`src/rtl/td_mux_pkg.sv`:
```
// td_mux_pkg: shared definitions for the TD subsystem read-data selectors.
//
// Contents:
//   ONEHOT_MUX_MAX_N  largest supported channel count
//   ONEHOT_MUX_CNT_W  default width of the invalid-select error counter
//   idx_w()           width of an encoded channel index for n channels
//   pipe_state_e      occupancy of the single-stage output register
package td_mux_pkg;

  localparam int ONEHOT_MUX_MAX_N = 32;
  localparam int ONEHOT_MUX_CNT_W = 8;

  // $clog2 wrapper that never returns 0, so a 1-channel or 2-channel index
  // still has a real bit to live in.
  function automatic int idx_w(input int n);
    return (n < 2) ? 1 : $clog2(n);
  endfunction

  typedef enum logic {
    PIPE_EMPTY = 1'b0,
    PIPE_FULL  = 1'b1
  } pipe_state_e;

endpackage

```
`src/rtl/onehot_mux_pipe_if.sv`:
```
// onehot_mux_pipe_if: transaction bus of the registered one-hot selector.
//
// Signals:
//   in_valid/in_ready     input handshake; sel, sig_in, sig_default ride on it
//   out_valid/out_ready   output handshake; sig_out, out_idx, out_err ride on it
//   err_cnt/err_clr       invalid-select counter and its synchronous clear
//   state                 occupancy of the output register (debug view)
//
// Handshake rule (both sides): a transfer happens on a rising clock edge
// where valid and ready are both high. A producer holding valid keeps its
// payload stable until that edge; ready may depend combinationally on the
// consumer's state but never on the same side's valid.
//
// Modports: master = producer of input transactions and consumer of output
// transactions (the surrounding logic); slave = the selector itself.
interface onehot_mux_pipe_if
  import td_mux_pkg::*;
#(
  parameter int N     = 16,
  parameter int WIDTH = 1,
  parameter int CNT_W = ONEHOT_MUX_CNT_W,
  localparam int IDX_W = idx_w(N)
) ();

  logic               in_valid;
  logic               in_ready;
  logic [N-1:0]       sel;
  logic [N*WIDTH-1:0] sig_in;
  logic [WIDTH-1:0]   sig_default;
  logic               out_valid;
  logic               out_ready;
  logic [WIDTH-1:0]   sig_out;
  logic [IDX_W-1:0]   out_idx;
  logic               out_err;
  logic [CNT_W-1:0]   err_cnt;
  logic               err_clr;
  pipe_state_e        state;

  modport master (
    output in_valid, sel, sig_in, sig_default, out_ready, err_clr,
    input  in_ready, out_valid, sig_out, out_idx, out_err, err_cnt, state
  );

  modport slave (
    input  in_valid, sel, sig_in, sig_default, out_ready, err_clr,
    output in_ready, out_valid, sig_out, out_idx, out_err, err_cnt, state
  );

endinterface

```
`src/rtl/onehot_mux_pipe_decode.sv`:
```
// onehot_decode: combinational analysis of an N-bit select vector.
//
// Ports:
//   sel         in   N      select vector, bit k = channel k
//   is_onehot   out  1      exactly one bit set
//   any_set     out  1      at least one bit set
//   idx         out  IDX_W  index of the set bit when one-hot, else 0
//   lowest_idx  out  IDX_W  index of the lowest set bit, 0 when none set
module onehot_decode
  import td_mux_pkg::*;
#(
  parameter int N = 16,
  localparam int IDX_W = idx_w(N)
) (
  input  logic [N-1:0]     sel,
  output logic             is_onehot,
  output logic             any_set,
  output logic [IDX_W-1:0] idx,
  output logic [IDX_W-1:0] lowest_idx
);

  logic [IDX_W-1:0] or_idx;

  always_comb begin
    or_idx     = '0;
    lowest_idx = '0;
    // Scanning downward leaves the lowest set position as the final winner.
    for (int k = N - 1; k >= 0; k--) begin
      if (sel[k]) lowest_idx = IDX_W'(k);
    end
    // OR-encoding is exact for a one-hot vector and cheaper than a priority
    // chain; it is masked below whenever the vector is not one-hot.
    for (int k = 0; k < N; k++) begin
      if (sel[k]) or_idx = or_idx | IDX_W'(k);
    end
  end

  assign any_set   = |sel;
  // Clearing the lowest set bit leaves nothing only for a power of two.
  assign is_onehot = any_set && ((sel & (sel - N'(1))) == '0);
  assign idx       = is_onehot ? or_idx : '0;

endmodule

```
`src/rtl/onehot_mux_pipe.sv`:
```
// onehot_mux_pipe: registered one-hot N:1 selector with valid/ready flow
// control, encoded index output and a saturating invalid-select counter.
//
// Ports:
//   clk    in   system clock, rising edge
//   rstn   in   asynchronous active-low reset
//   bus    slave modport of onehot_mux_pipe_if (handshakes, data, counter)
//
// Build option: ONEHOT_MUX_PRIO_FALLBACK_EN
//   defined   - a multi-hot select routes the lowest set channel and reports
//               its index (out_err still flags it, err_cnt still counts it)
//   undefined - any non-one-hot select outputs sig_default with index 0
module onehot_mux_pipe
  import td_mux_pkg::*;
#(
  parameter int N     = 16,
  parameter int WIDTH = 1,
  parameter int CNT_W = ONEHOT_MUX_CNT_W,
  localparam int IDX_W = idx_w(N)
) (
  input logic              clk,
  input logic              rstn,
  onehot_mux_pipe_if.slave bus
);

  localparam logic [CNT_W-1:0] CNT_MAX = '1;

  pipe_state_e      state_q, state_d;
  logic             in_ready;
  logic             acc;

  logic             is_onehot;
  logic             any_set;
  logic [IDX_W-1:0] dec_idx;
  logic [IDX_W-1:0] lowest_idx;

  logic             use_ch;
  logic [IDX_W-1:0] mux_idx;
  logic [IDX_W-1:0] nxt_idx;
  logic [WIDTH-1:0] nxt_data;

  logic [WIDTH-1:0] sig_out_q;
  logic [IDX_W-1:0] out_idx_q;
  logic             out_err_q;
  logic [CNT_W-1:0] err_cnt_q;

  onehot_decode #(.N(N)) u_decode (
    .sel        (bus.sel),
    .is_onehot  (is_onehot),
    .any_set    (any_set),
    .idx        (dec_idx),
    .lowest_idx (lowest_idx)
  );

  // Single-stage pipe: the register can take a new word when it is empty or
  // when its current word leaves on this same edge.
  assign in_ready = (state_q == PIPE_EMPTY) || bus.out_ready;
  assign acc      = bus.in_valid && in_ready;

`ifdef ONEHOT_MUX_PRIO_FALLBACK_EN
  assign use_ch  = any_set;
  assign mux_idx = lowest_idx;
  assign nxt_idx = is_onehot ? dec_idx : lowest_idx;
`else
  // any_set is implied by is_onehot; kept explicit so the decode intent reads
  // the same in both builds.
  assign use_ch  = any_set && is_onehot;
  // For a one-hot vector the lowest set bit is the only set bit.
  assign mux_idx = lowest_idx;
  assign nxt_idx = dec_idx;
`endif

  always_comb begin
    nxt_data = bus.sig_default;
    if (use_ch) begin
      for (int k = 0; k < N; k++) begin
        if (mux_idx == IDX_W'(k)) nxt_data = bus.sig_in[k*WIDTH +: WIDTH];
      end
    end
  end

  // Occupancy FSM: FULL stays FULL on a refill, empties only on a drain
  // with nothing new arriving.
  always_comb begin
    state_d = state_q;
    case (state_q)
      PIPE_EMPTY: if (acc) state_d = PIPE_FULL;
      PIPE_FULL:  if (bus.out_ready && !bus.in_valid) state_d = PIPE_EMPTY;
    endcase
  end

  always_ff @(posedge clk or negedge rstn) begin
    if (!rstn) state_q <= PIPE_EMPTY;
    else       state_q <= state_d;
  end

  // Payload only moves on accept; a drain leaves the last word in place.
  always_ff @(posedge clk or negedge rstn) begin
    if (!rstn) begin
      sig_out_q <= '0;
      out_idx_q <= '0;
      out_err_q <= 1'b0;
    end else if (acc) begin
      sig_out_q <= nxt_data;
      out_idx_q <= nxt_idx;
      out_err_q <= !is_onehot;
    end
  end

  // Clear wins over a coincident invalid accept; that event is dropped.
  always_ff @(posedge clk or negedge rstn) begin
    if (!rstn) begin
      err_cnt_q <= '0;
    end else if (bus.err_clr) begin
      err_cnt_q <= '0;
    end else if (acc && !is_onehot && (err_cnt_q != CNT_MAX)) begin
      err_cnt_q <= err_cnt_q + CNT_W'(1);
    end
  end

  assign bus.in_ready  = in_ready;
  assign bus.out_valid = (state_q == PIPE_FULL);
  assign bus.sig_out   = sig_out_q;
  assign bus.out_idx   = out_idx_q;
  assign bus.out_err   = out_err_q;
  assign bus.err_cnt   = err_cnt_q;
  assign bus.state     = state_q;

endmodule

```
`src/flat_wrapper.sv`:
```
// flat-port wrapper written by rule: the top's interface ports become plain ports
module onehot_mux_pipe_flat import td_mux_pkg::*;
#(
  parameter int N     = 16,
  parameter int WIDTH = 1,
  parameter int CNT_W = ONEHOT_MUX_CNT_W,
  localparam int IDX_W = idx_w(N)
)
  (clk, rstn, bus_in_valid, bus_sel, bus_sig_in, bus_sig_default, bus_out_ready, bus_err_clr, bus_in_ready, bus_out_valid, bus_sig_out, bus_out_idx, bus_out_err, bus_err_cnt, bus_state);
  onehot_mux_pipe_if #(.N(N), .WIDTH(WIDTH), .CNT_W(CNT_W)) bus_i ();
  input logic clk;
  input logic rstn;
  input wire logic [$bits(bus_i.in_valid)-1:0] bus_in_valid;
  input wire logic [$bits(bus_i.sel)-1:0] bus_sel;
  input wire logic [$bits(bus_i.sig_in)-1:0] bus_sig_in;
  input wire logic [$bits(bus_i.sig_default)-1:0] bus_sig_default;
  input wire logic [$bits(bus_i.out_ready)-1:0] bus_out_ready;
  input wire logic [$bits(bus_i.err_clr)-1:0] bus_err_clr;
  output wire logic [$bits(bus_i.in_ready)-1:0] bus_in_ready;
  output wire logic [$bits(bus_i.out_valid)-1:0] bus_out_valid;
  output wire logic [$bits(bus_i.sig_out)-1:0] bus_sig_out;
  output wire logic [$bits(bus_i.out_idx)-1:0] bus_out_idx;
  output wire logic [$bits(bus_i.out_err)-1:0] bus_out_err;
  output wire logic [$bits(bus_i.err_cnt)-1:0] bus_err_cnt;
  output wire logic [$bits(bus_i.state)-1:0] bus_state;
  assign bus_i.in_valid = bus_in_valid;
  assign bus_i.sel = bus_sel;
  assign bus_i.sig_in = bus_sig_in;
  assign bus_i.sig_default = bus_sig_default;
  assign bus_i.out_ready = bus_out_ready;
  assign bus_i.err_clr = bus_err_clr;
  assign bus_in_ready = bus_i.in_ready;
  assign bus_out_valid = bus_i.out_valid;
  assign bus_sig_out = bus_i.sig_out;
  assign bus_out_idx = bus_i.out_idx;
  assign bus_out_err = bus_i.out_err;
  assign bus_err_cnt = bus_i.err_cnt;
  assign bus_state = bus_i.state;
  onehot_mux_pipe #(.N(N), .WIDTH(WIDTH), .CNT_W(CNT_W)) u_core (.clk(clk), .rstn(rstn), .bus(bus_i));
endmodule
```
`config.mk`:
```
export PLATFORM = sky130hd
export DESIGN_NAME = onehot_mux_pipe_flat
export DESIGN_NICKNAME = d
export VERILOG_FILES = /design/src/rtl/td_mux_pkg.sv /design/src/rtl/onehot_mux_pipe_if.sv /design/src/rtl/onehot_mux_pipe_decode.sv /design/src/rtl/onehot_mux_pipe.sv /design/src/flat_wrapper.sv
export SDC_FILE = /design/constraint.sdc
export NUM_CORES = 1
export LEC_CHECK = 0
export BUFFER_PORTS_ARGS = -buffer_cell sky130_fd_sc_hd__buf_2
export CORE_ASPECT_RATIO = 1.2
export CORE_UTILIZATION = 50
export CTS_CLUSTER_SIZE = 20
export DETAILED_ROUTE_END_ITERATION = 10
export PLACE_DENSITY = 0.85
export SYNTH_ARGS = -nofsm -noshare
export SYNTH_HDL_FRONTEND = slang
export SYNTH_SLANG_ARGS = --single-unit
export TNS_END_PERCENT = 50
```
`constraint.sdc`:
```
create_clock -name clk -period 4.08 [get_ports clk]
set_clock_uncertainty 0.2 [all_clocks]
set_input_delay 0.204 -clock clk [delete_from_list [all_inputs] [get_ports clk]]
set_output_delay 0.204 -clock clk [all_outputs]
set_load 0.02 [all_outputs]
```
==> qor.yml, run 1 <==
status:
  outcome: "finished, final reports clean"
route:
  viasPerCell: 6.01
  postRouteAntennaNets: 0
  drt_first_pass_iters: 4
  drtIter0Drc: 63
  wl_mm: 3.44
  drc_errors: 0
  num_vias: 1508
  wire_per_inst_microns: 13.7
synthesis:
  synth_top_area_share: 0.275
  syn-instance-count: 162
  ys_seq_elements: 15
  ys_top_cells_by_area: "dfrtp_1 27%, nor2_1 6.6%, xor2_1 4.5%"
  synth-xor-area-share: 0.0513
  netlist_area_sq_um: 1370
  synthFlopType: "dfrtp_1"
  avgSynthCellArea_sq_um: 8.43
  synth-async-reset-ratio: 1.00
  synth_edf_count: 0
  yosysSeqAreaShare: 0.275
  synth_compound_area_frac: 0.255
  synth_nets: 201
  synth_top_family_by_area: "simple AND/OR/NAND/NOR gates"
  synthMuxAreaShare: 0.0604
  yosysUniqueCellTypes: 51
  yosysTopAreaCell: "dfrtp_1"
  synth_warnings: 0
  synthSimpleGateAreaFrac: 0.301
  synth_fa_ha_area_frac: 0.0165
sta:
  whs_ns: 0.112
  setup_tns_ns: 0
  fin_crit_sh: 0.631
  setup_viol: 0
  drv_slew: 0
  slew_headroom: 0.480
  fin_crit_ns: 2.58
  rsz0062_at_grt: "no"
  fmax_mhz: 388
  final-hold-violation-count: 0
  worst_pin_slew_ns: 0.773
clock_network:
  cts_buffers: 3
  clock_sinks: 15
  cts_buffer_depth: 2
  ctsHtreeMaxLevel: 1
  clockRootBuffer: "clkbuf_4"
  cts_tree: "yes"
  clkLatencyLatePin_ns: 0.29
  clk_pin_slew_ns: 0.08
finish:
  layout_common_cells: "54 x buf_2, 24 x nor2_1, 15 x dfrtp_1, 14 x nand2_1"
  postLayoutCoreUtil: 0.665
  layout-drive-gt1-share: 0.330
  final_common_cell: "buf_2"
  nets: 258
  antenna_cells: 0
  stdcell_count: 251
  syn2layout_area_growth_pct: 24.3
  n_fill_cell: 235
pwr:
  ir_worst_vdd_mv: 0.223
  power.leakage_nw: 0.768
  p_per_area_nw_per_um2: 201
setup_path:
  start_kind: "primary input"
  r2r_end: "u_core.bus.err_cnt[5]$_DFFE_PN0P_"
  cp_max_fo: 10
  worstPathArrival_ns: 2.55
  r2r_setup_slack_ns: 1.89
  r2r_cells: 7
  crit_slowest_cell: "or4_1"
  critPathMaxStageDelay_ns: 0.53
  crit_type: "primary input to flip-flop"
  cp_cell_sequence: "buf_2, or2_2, or4_1, a21oi_2, mux2_2, a21oi_1, nor3_1, o311ai_1, nand2_1"
  cp-end-kind: "flip-flop"
  r2r-start: "u_core.bus.out_valid$_DFF_PN0_"
  worst_ep_required_time_ns: 4.05
die:
  initial_core_util: 0.535
  fp.dieH_microns: 59.3
  core-area_sq_um: 2550
  fp.dieArea_sq_um: 2950
  row_count: 20
  io_pins: 55
  die_w_microns: 49.7
hold_path:
  min-delay-start: "bus_sig_default"
  holdCritPathClass: "primary input to flip-flop"
  min_to: "u_core.bus.sig_out$_DFFE_PN0P_"
  hold_depth: 4
place:
  gp_congestion: 0.903
  hpwl_mm: 2.73
  port_buffers: 54
  placed_cells: 244
grt:
  grt_pass1_vias: 1263
  antenna_found_initial: 0
  grt_max_degree: 16
  grt_overflow_total: 0
  grt_usage: 0.237
  grt_first_pass_wirelength_mm: 5.27
flow_run:
  max_cap_viol_count: 0
## critical path: cells and delay by family
kind | cells | cell delay [ns]
AO/OA/AOI/OAI | 3 | 0.84
buffers and inverters | 1 | 0.14
multiplexers | 1 | 0.38
AND/OR/NAND/NOR | 4 | 0.98
## layout make-up
cell class / count / area [sq um] / share of cell area
Tap cell: 33 / 41.3 / 0.0243
Clock buffer: 3 / 22.5 / 0.0133
Clock inverter: 1 / 5.00 / 0.00295
Sequential cell: 15 / 375 / 0.221
Inverter: 5 / 18.8 / 0.0111
Timing Repair Buffer: 57 / 300 / 0.177
Multi-Input combinational cell: 137 / 935 / 0.550
## cells by family after synthesis
kind of cell,count (synthesis)
buffers and inverters,10
multiplexers,8
flip-flops,15
XOR/XNOR,8
adder cells (fa/ha/maj),2
AND/OR/NAND/NOR,78
AO/OA/AOI/OAI,41
## power breakdown
group | switching (mW) | total, mW | internal (mW)
Clock | 0.0477 | 0.0842 | 0.0365
Sequential | 0.00306 | 0.156 | 0.152
Combinational | 0.0609 | 0.102 | 0.0409
Total | 0.112 | 0.342 | 0.230
## flip-flops by register name (all words and copies together), names as in the netlist
register and count:
u_core.bus.err_cnt 8, u_core.bus.out_idx 4, u_core.bus.out_err 1, u_core.bus.out_valid 1, u_core.bus.sig_out 1
## through the flow
stage	setup slack [ns]	power (mW)	area (sq um)
global placement	1.21	0.256	1640
global route	1.37	0.361	1700
finish	1.50	0.342	1700
floorplan	1.54	0.216	1370
CTS	1.50	0.344	1700
detailed placement	1.20	0.257	1640
## layer usage
metal	wire, microns	vias up	GRT usage
li1	-	745	-
met1	1490	702	0.286
met2	1740	56	0.425
met3	167	5	0.0359
met4	43	0	0.0857
met5	0	-	0
## Yosys cell counts, types with 3 or more instances
master	n
nor2_1	24
o31ai_1	3
a21oi_1	7
or4_1	4
a31oi_1	3
nand2b_1	3
o32ai_1	3
nand3_1	3
inv_1	5
nand2_1	14
o211ai_1	3
dfrtp_1	15
nor3_1	5
and3_1	3
nor4_1	7
xor2_1	7
nand4_1	6
mux2i_1	6
## how the worst max path moves through the flow
stage	to	cells after the start	start	slack, ns
2_1_floorplan	u_core.bus.sig_out$_DFFE_PN0P_	8	bus_sel[8]	1.54
6_report	u_core.bus.sig_out$_DFFE_PN0P_	9	bus_sel[9]	1.50
4_1_cts	u_core.bus.sig_out$_DFFE_PN0P_	9	bus_sel[8]	1.50
3_3_place_gp	u_core.bus.sig_out$_DFFE_PN0P_	9	bus_sel[8]	1.21
5_1_grt	u_core.bus.err_cnt[4]$_DFFE_PN0P_	9	bus_sel[1]	1.37
3_5_place_dp	u_core.bus.sig_out$_DFFE_PN0P_	9	bus_sel[8]	1.20
## repair_timing
action                                 CTS  global route
endpoints found under the hold margin   24             0
resized for setup                        0             0
hold buffers                             3             0
buffers inserted                         0             0
(Power assumes the default switching activity.)
==> inputs of run 2 (changes only) <==
--- a/config.mk
+++ b/config.mk
@@ -7,10 +7,10 @@
 export LEC_CHECK = 0
 export BUFFER_PORTS_ARGS = -buffer_cell sky130_fd_sc_hd__buf_2
 export CORE_ASPECT_RATIO = 1.2
-export CORE_UTILIZATION = 50
+export CORE_UTILIZATION = 48
 export CTS_CLUSTER_SIZE = 20
 export DETAILED_ROUTE_END_ITERATION = 10
-export PLACE_DENSITY = 0.85
+export PLACE_DENSITY = 0.82
 export SYNTH_ARGS = -nofsm -noshare
 export SYNTH_HDL_FRONTEND = slang
 export SYNTH_SLANG_ARGS = --single-unit
==> constraint.sdc (replaced) <==
create_clock -name clk -period 2.5 [get_ports clk]
set_clock_uncertainty 0.2 [all_clocks]
set_input_delay 0.125 -clock clk [delete_from_list [all_inputs] [get_ports clk]]
set_output_delay 0.125 -clock clk [all_outputs]
set_load 0.02 [all_outputs]
==> run 2 against run 1 <==
  * Clock power grew 77%
  * Wire length up 17%
  * First-iteration DRC count is 11% lower
  * Sequential cell count is the same
  * Count of clock-buffer cells in the layout is the same
  * Largest cell class unchanged
  * Non-clock buffer count rose by 34
  * Total power increased by 78%
  * Worst setup slack got worse by 1.3 ns
  * Via count increased by 9.4%
  * Utilization grew 7.9 points
  * Combinational power rose by 100%
==> qor.yml, run 2 (synthesis results as in run 1) <==
status:
  outcome: "finished, final reports clean"
finish:
  register_area_sq_um: 375
  nets: 292
  multi_input_area_sq_um: 935
  n_fill_cell: 219
  layout-drive-gt1-share: 0.421
  layout_common_cells: "54 x buf_2, 34 x buf_4, 24 x nor2_1, 15 x dfrtp_1, 14 x nand2_1"
  final_area_sq_um: 1960
  stdcell_count: 285
  largest_reg_flops: 8
  antenna_cells: 0
  final_common_cell: "buf_2"
  syn2layout_area_growth_pct: 43.1
die:
  initial_core_util: 0.520
  fp.dieArea_sq_um: 3060
  die_w_microns: 50.7
  io_pins: 55
  core-area_sq_um: 2630
  row_count: 20
  fp.dieH_microns: 60.4
setup_path:
  start_kind: "primary input"
  worstPathArrival_ns: 2.28
  cp-end-kind: "flip-flop"
  crit_type: "primary input to flip-flop"
  cp_max_fo: 4
  worst_ep_required_time_ns: 2.47
clock_network:
  cts_buffers: 3
  clockRootBuffer: "clkbuf_4"
  clk_pin_slew_ns: 0.09
  cts_tree: "yes"
  cts_buffer_depth: 2
  clock_sinks: 15
  cts.repair.resized: 0
  post_cts.repair.setup_buffers: 0
  clkLatencyLatePin_ns: 0.29
  ctsHtreeMaxLevel: 1
pwr:
  p_per_area_nw_per_um2: 311
  ir_worst_vdd_mv: 0.377
  power.leakage_nw: 0.930
grt:
  grt_usage: 0.275
  antenna_found_initial: 0
  grt_max_degree: 16
  grt_pass1_vias: 1534
  grt_overflow_total: 0
  grt_first_pass_wirelength_mm: 6.47
sta:
  rsz0062_at_grt: "no"
  slew_headroom: 0.629
  fmax_mhz: 433
  final-hold-violation-count: 0
  fin_crit_sh: 0.925
  setup_tns_ns: 0
  drv_slew: 0
  fin_crit_ns: 2.31
  worst_pin_slew_ns: 0.552
  setup_viol: 0
place:
  port_buffers: 54
  placed_cells: 278
  hpwl_mm: 3.32
  placed_area_sq_um: 1900
  gp_congestion: 0.922
route:
  viasPerCell: 5.79
  wire_per_inst_microns: 14.1
  drc_errors: 0
  num_vias: 1650
  drt_first_pass_iters: 4
  drtIter0Drc: 56
  postRouteAntennaNets: 0
  wl_mm: 4.02
hold_path:
  holdCritPathClass: "primary input to flip-flop"
flow_run:
  max_cap_viol_count: 0
-- run 2: layout make-up --
type | count | area share
Timing Repair Buffer | 91 | 0.284
Inverter | 5 | 0.00960
Clock inverter | 1 | 0.00384
Tap cell | 33 | 0.0211
Sequential cell | 15 | 0.192
Multi-Input combinational cell | 137 | 0.478
Clock buffer | 3 | 0.0115
-- run 2: path summary, 6_finish.rpt --
kind	depth (start not counted)	start	slack, ns	end
max in group asynchronous	2	rstn	1.75	u_core.bus.out_err$_DFFE_PN0P_
min in group asynchronous	2	rstn	0.09	u_core.bus.out_idx[1]$_DFFE_PN0P_
min	4	bus_sig_default	0.04	u_core.bus.sig_out$_DFFE_PN0P_
max reg2reg	8	u_core.bus.err_cnt[0]$_DFFE_PN0P_	0.47	u_core.bus.err_cnt[4]$_DFFE_PN0P_
max	9	bus_sel[0]	0.19	u_core.bus.sig_out$_DFFE_PN0P_
min reg2reg	1	u_core.bus.out_idx[1]$_DFFE_PN0P_	0.29	u_core.bus.out_idx[1]$_DFFE_PN0P_
-- run 2: per-stage QoR --
stage / hold WS, ns / total power, mW / worst slack (ns) / util
after CTS: 0.0260 / 0.609 / 0.223 / 0.744
final: 0.0362 / 0.607 / 0.188 / 0.744
after floorplan: -0.371 / 0.352 / 0.0343 / -
after global routing: 0.0481 / 0.642 / 0.0880 / 0.744
after global placement: -0.166 / 0.450 / -0.0286 / 0.721
after detailed placement: -0.156 / 0.458 / -0.0972 / 0.721
-- run 2: power by group --
group          total, mW  switching [mW]  internal (mW)
Combinational      0.204           0.109         0.0945
Sequential         0.255         0.00572          0.249
Clock              0.149          0.0882         0.0608
-- run 2: routing by layer --
metal  routed length [microns]  global-route usage
met1                      1760               0.358
met2                      2060               0.495
met4                        37              0.0675
met3                       171              0.0226
met5                         0                   0
-- run 2: worst max-delay path: stages --
cell	delay, ns
buf_2	0.10
or4_4	0.55
a2111oi_0	0.44
o32ai_1	0.19
a211oi_4	0.27
nand2_1	0.17
nor2_1	0.18
a2bb2oi_1	0.17
nand2_1	0.07
-- run 2: repair_timing --
| action | in CTS | in global routing |
|---|---|---|
| setup endpoints to repair | 0 | 0 |
| hold endpoints to repair | 25 | 0 |
| hold buffers | 3 | 0 |
